### src/rtl/serial_compare_pkg.sv
// Shared types and constants for the bit-serial magnitude comparator.
// Holds the controller state encoding, the one-hot result codes and the index-width helper.
package serial_compare_pkg;

  typedef enum logic [1:0] {
    ST_IDLE = 2'b00,
    ST_SCAN = 2'b01,
    ST_DONE = 2'b10
  } state_e;

  // One-hot result codes: bit 0 = equal, bit 1 = greater, bit 2 = less.
  localparam int          RES_W  = 3;
  localparam logic [2:0]  RES_EQ = 3'b001;
  localparam logic [2:0]  RES_GT = 3'b010;
  localparam logic [2:0]  RES_LT = 3'b100;

  // Index width for a WIDTH-bit operand; only ever evaluated at elaboration.
  function automatic int clog2(input int value);
    int result;
    int rem;
    result = 0;
    rem    = value - 1;
    for (int i = 0; i < 32; i++) begin
      if (rem > 0) begin
        result++;
        rem = rem >> 1;
      end
    end
    return result;
  endfunction

endpackage

### src/rtl/cmp_bit_cell.sv
// Combinational 1-bit compare cell shared across all bit positions by the controller.
module cmp_bit_cell (
  input  logic x,
  input  logic y,
  output logic gt,
  output logic lt,
  output logic eq
);

  assign gt = x & ~y;
  assign lt = ~x & y;
  assign eq = ~(x ^ y);

endmodule

### src/rtl/serial_compare_ctrl.sv
// Bit-serial magnitude comparator controller: walks one compare cell MSB-first over latched operands.
// Optional macro SERIAL_CMP_EARLY_EXIT_EN ends the scan on the first differing bit.
module serial_compare_ctrl #(
  parameter int WIDTH = 8
) (
  input  logic             clk,
  input  logic             rst_n,
  input  logic             start,
  input  logic [WIDTH-1:0] a,
  input  logic [WIDTH-1:0] b,
  output logic             busy,
  output logic             done,
  output logic             esit,
  output logic             buyuk,
  output logic             kucuk
);

  import serial_compare_pkg::*;

  localparam int               IDX_W   = clog2(WIDTH);
  localparam logic [IDX_W-1:0] IDX_MSB = IDX_W'(WIDTH - 1);

  state_e             state_q;
  logic [WIDTH-1:0]   a_q;
  logic [WIDTH-1:0]   b_q;
  logic [IDX_W-1:0]   idx_q;
  logic               decided_q;
  logic [RES_W-1:0]   pend_q;
  logic [RES_W-1:0]   res_q;
  logic               busy_q;
  logic               done_q;

  logic               cell_gt;
  logic               cell_lt;
  logic               cell_eq;
  logic [RES_W-1:0]   bit_res_d;
  logic [RES_W-1:0]   final_res_d;
  logic               hit_d;
  logic               last_bit_d;
  logic               finish_d;

  cmp_bit_cell u_cell (
    .x  (a_q[idx_q]),
    .y  (b_q[idx_q]),
    .gt (cell_gt),
    .lt (cell_lt),
    .eq (cell_eq)
  );

  // NOTE: every signal written in always_comb gets a default first so no latch is inferred.
  always_comb begin
    bit_res_d = RES_EQ;
    if (cell_gt) begin
      bit_res_d = RES_GT;
    end else if (cell_lt) begin
      bit_res_d = RES_LT;
    end
    hit_d       = !decided_q && !cell_eq;
    final_res_d = decided_q ? pend_q : bit_res_d;
    last_bit_d  = (idx_q == '0);
`ifdef SERIAL_CMP_EARLY_EXIT_EN
    finish_d    = hit_d || last_bit_d;
`else
    finish_d    = last_bit_d;
`endif
  end

  // NOTE: sequential state uses non-blocking assignments so every register sees pre-edge values.
  always_ff @(posedge clk or negedge rst_n) begin
    if (!rst_n) begin
      // NOTE: operand registers are reset too, so the cell input is defined straight after reset.
      state_q   <= ST_IDLE;
      a_q       <= '0;
      b_q       <= '0;
      idx_q     <= '0;
      decided_q <= 1'b0;
      pend_q    <= RES_EQ;
      res_q     <= '0;
      busy_q    <= 1'b0;
      done_q    <= 1'b0;
    end else begin
      done_q <= 1'b0;
      case (state_q)
        ST_IDLE, ST_DONE: begin
          if (start) begin
            a_q       <= a;
            b_q       <= b;
            idx_q     <= IDX_MSB;
            decided_q <= 1'b0;
            pend_q    <= RES_EQ;
            busy_q    <= 1'b1;
            state_q   <= ST_SCAN;
          end else begin
            busy_q    <= 1'b0;
            state_q   <= ST_IDLE;
          end
        end

        ST_SCAN: begin
          // Only the first differing bit from the MSB may set the result.
          if (hit_d) begin
            pend_q    <= bit_res_d;
            decided_q <= 1'b1;
          end
          if (finish_d) begin
            res_q   <= final_res_d;
            busy_q  <= 1'b0;
            done_q  <= 1'b1;
            state_q <= ST_DONE;
          end else begin
            idx_q   <= idx_q - IDX_W'(1);
          end
        end

        default: begin
          busy_q  <= 1'b0;
          state_q <= ST_IDLE;
        end
      endcase
    end
  end

  assign busy  = busy_q;
  assign done  = done_q;
  assign esit  = res_q[0];
  assign buyuk = res_q[1];
  assign kucuk = res_q[2];

endmodule

### config.mk
export PLATFORM = sky130hd
export DESIGN_NAME = serial_compare_ctrl
export DESIGN_NICKNAME = d
export VERILOG_FILES = /design/src/rtl/serial_compare_pkg.sv /design/src/rtl/cmp_bit_cell.sv /design/src/rtl/serial_compare_ctrl.sv
export SDC_FILE = /design/constraint.sdc
export NUM_CORES = 1
export LEC_CHECK = 0
export BUFFER_PORTS_ARGS = -buffer_cell sky130_fd_sc_hd__buf_4
export CAP_MARGIN = 20
export CORE_ASPECT_RATIO = 0.7
export CORE_UTILIZATION = 30
export DETAILED_ROUTE_END_ITERATION = 10
export GPL_TIMING_DRIVEN = 0
export HOLD_SLACK_MARGIN = 0.06
export PLACE_DENSITY = 0.61
export REMOVE_ABC_BUFFERS = 1
export SYNTH_ARGS = -nofsm -noshare
export SYNTH_HDL_FRONTEND = slang
export SYNTH_SLANG_ARGS = --single-unit
### constraint.sdc
create_clock -name clk -period 1.88 [get_ports clk]
set_input_delay 0 -clock clk [delete_from_list [all_inputs] [get_ports clk]]
set_output_delay 0 -clock clk [all_outputs]
set_load 0.01 [all_outputs]
==> metrics.md <==
| Metric | Value |
|---|---|
| DPL Wire Length | 1.72 mm |
| Max-slew violations | 0 |
| Final setup fails | 4 |
| Final std cell area, no fill | ~1900 um^2 |
| RSZ-0062 raised after global routing | yes |
| Static leakage | 0.945 nW |
| Area grow syn2layout | 39.2% |
| P per Cell Area | between 1500 and 2000 nW/um^2 |
| Max VDD drop | 0.740 mV |
| Clock Sinks | 30 |
| Initial antenna violation count | 0 |
| Max-capacitance violation count | 0 |
| CTS tree | built |
| Post-synthesis cell type count | 25 |
| Async set-reset flop share out of synthesis | 1.00 |
| H-tree levels | 2 |
| Post-synth EDFFs | 0 |
| Yosys top cell by area | dfrtp_1 |
| Antenna Diode Count | 0 |
| Final Hold Viols | 0 |
| Hold Path Class | in -> async |
| Post-DR wirelength/cell | approximately 12 um |
| Period minus WS final | a little over 2000 ps |
| Largest cells by area after synthesis | dfrtp_1 53%, nand2_1 17%, mux4_2 6.5%, ha_1 3.6%, mux2i_1 2.2% |
| Slack of the critical path | -134 ps |
| Rel. slew slack | 0.429 |
| Worst Hold Slack | ~190 ps |
| Setup crit start kind | flip-flop |
| Worst setup EP type | flip-flop |
| Post-synthesis cell area | 1380 um^2 |
| Highest routed metal layer | met4 |
| Via density | 4.49 |
| Core ar. | 4380 um^2 |
| Most common cell in the netlist | nand2_1 |
| Vias in the first global route | between 1000 and 1500 |
| Sequential cell area | roughly 750 um^2 |
| Total negative slack | -416 ps |
| Part of the cycle the worst path needs | 1.07 |
| Via count | roughly 1100 |
| CP max FO | 6 |
| Post-synth top area share | 0.525 |
| Die width | 83.1 um |
| Post-Place Cell Area | 1590 um^2 |
| ANT nets after route | 0 |
| F_max | between 0.4 and 0.5 GHz |
| Failing checks | setup timing |
| Nets | about 200 |
| Multi-input combinational cell area | 622 um^2 |
| Worst skew pair latency | 280 ps |
| RD Place Congestion | 0.690 |
| Cts bufs inserted | 5 |
| M1 WL | 1.42 mm |
| Yosys warning count | 0 |
| Remaining Overflow, GRT | 0 |
| Worst Path Required | approximately 2100 ps |
| Site row count | 20 |
| Worst R2R Setup Slack | -130 ps |
| Global-route wire length before repair | around 4.8 mm |
| Chip Height | 58.8 um |
| Die ar. | 4880 um^2 |
| Largest net degree at the start of global routing | 31 |
| Initial Util | 0.315 |
| DRT Pass-1 Iters | 4 |
| Post-Synthesis Cells | between 100 and 150 |
| Root Driver | clkbuf_8 |
| Num ports | 24 |
| Worst-margin pin slew | 857 ps |
| Clk pin slew, worst setup/hold paths | 60 ps |
| Met3 wire length | 149 um |
| Routed wl met2 | about 1.2 mm |
| Fillers | 419 |
| Flops & latches, synth | 30 |
| Synth Flop Type | dfrtp_1 |
| Post-Place Worst Slack | -377 ps |
| Register area share after synthesis | 0.544 |
| Most instantiated cells after synthesis | 61 x nand2_1, 29 x dfrtp_1, 5 x buf_2, 5 x nor2_1 |
| DRT iter0 DRCs | 37 |
| Mapped Avg Cell Area | 9.94 um^2 |
| Data arrival, critical path | 2220 ps |
| Clock skew | approximately 5.3 ps |
| Count of input and output buffers | 23 |
| Max Root-Sink Buffers | 2 |
| Status | finished, violations left |
| Total Routing Usage GR | 0.132 |
| Crit Path Class | reg -> reg |
| Share of layout cells above drive strength 1 | 0.265 |
| Drc violations | 0 |
| Routed wire length | between 2 and 3 mm |
==> report_power, final <==
| group | total [W] | internal, W | switching (W) |
|---|---|---|---|
| clock | 0.000600 | 0.000369 | 0.000231 |
| combinational | 0.00134 | 0.000711 | 0.000628 |
| sequential | 0.00117 | 0.000943 | 0.000229 |
| total | 0.00311 | 0.00202 | 0.00109 |
==> sequential cells by signal, summed over array words and instances (netlist names) <==
signal	flops
done	1
b_q	8
res_q	3
idx_q	3
a_q	8
pend_q	3
state_q	2
decided_q	1
busy	1
==> critical path, stage by stage (launching register included) <==
cell and delay [ps]:
dfrtp_2 450, mux4_2 550, nand2_2 80, and2_4 140, ha_4 200, nor4b_4 350, nand2_1 90, o21ai_1 80
==> layout by cell type, fill, tap and decap left out, drive strengths merged <==
master       instances
dfrtp               29
mux4                 4
nor2                 5
ha                   4
nor4b                1
dfstp                1
o21ai                2
nand2               61
clkbuf               8
a211oi               1
a31oi                3
nor2b                2
dlygate4sd3         17
nand2b               2
and3                 1
mux2i                3
inv                  2
buf                 25
nand3                1
a311oi               1
a21o                 1
nor4bb               2
and2                 2
a21oi                3
==> final timing paths <==
path,start,end,depth (start not counted)
worst min register to register,a_q[0],a_q[0],2
worst max register to register,idx_q[0],pend_q[1],7
worst max-delay path,idx_q[0],pend_q[1],7
max in group asynchronous,rst_n,pend_q[0],2
min in group clk,start,a_q[2],4
worst min-delay path,rst_n,b_q[4],2
==> layout make-up <==
type,count,area share
Sequential cell,30,0.392
Inverter,2,0.00390
Multi-Input combinational cell,99,0.323
Tap cell,55,0.0358
Clock buffer,8,0.0573
Timing Repair Buffer,42,0.188
==> what timing repair did <==
action | CTS | global route
hold buffers | 17 | 0
cloned | 0 | 0
gates resized for setup | 9 | 3
buffers inserted | 1 | 0
endpoints found under the hold margin | 46 | 0
pin swaps | 8 | 1
setup endpoints to repair | 6 | 6
==> stage by stage <==
| stage | power (W) | utilization | instances |
|---|---|---|---|
| floorplan | 0.00196 | - | 131 |
| finish | 0.00311 | 0.439 | 236 |
| global route | 0.00336 | 0.439 | 236 |
| global placement | 0.00228 | 0.361 | 209 |
| CTS | 0.00308 | 0.436 | 236 |
| detailed placement | 0.00230 | 0.363 | 210 |
==> cells by family (layout without fill, tap and decap cells) <==
family	after synthesis	in the layout	share of synthesized area
and+or+nand+nor	77	77	0.246
DFF	30	30	0.544
AOI/OAI and AO/OA	11	11	0.0489
buffers and inverters	10	52	0.0371
muxes	7	7	0.0870
adders and majority gates	4	4	0.0362
==> metal layers <==
| metal | global-route usage | up-vias |
|---|---|---|
| met1 | 0.175 | 492 |
| met4 | 0.0591 | 0 |
| met5 | 0 | - |
| met2 | 0.197 | 26 |
| met3 | 0.0463 | 7 |
| li1 | - | 535 |
(Power assumes the default switching activity.)
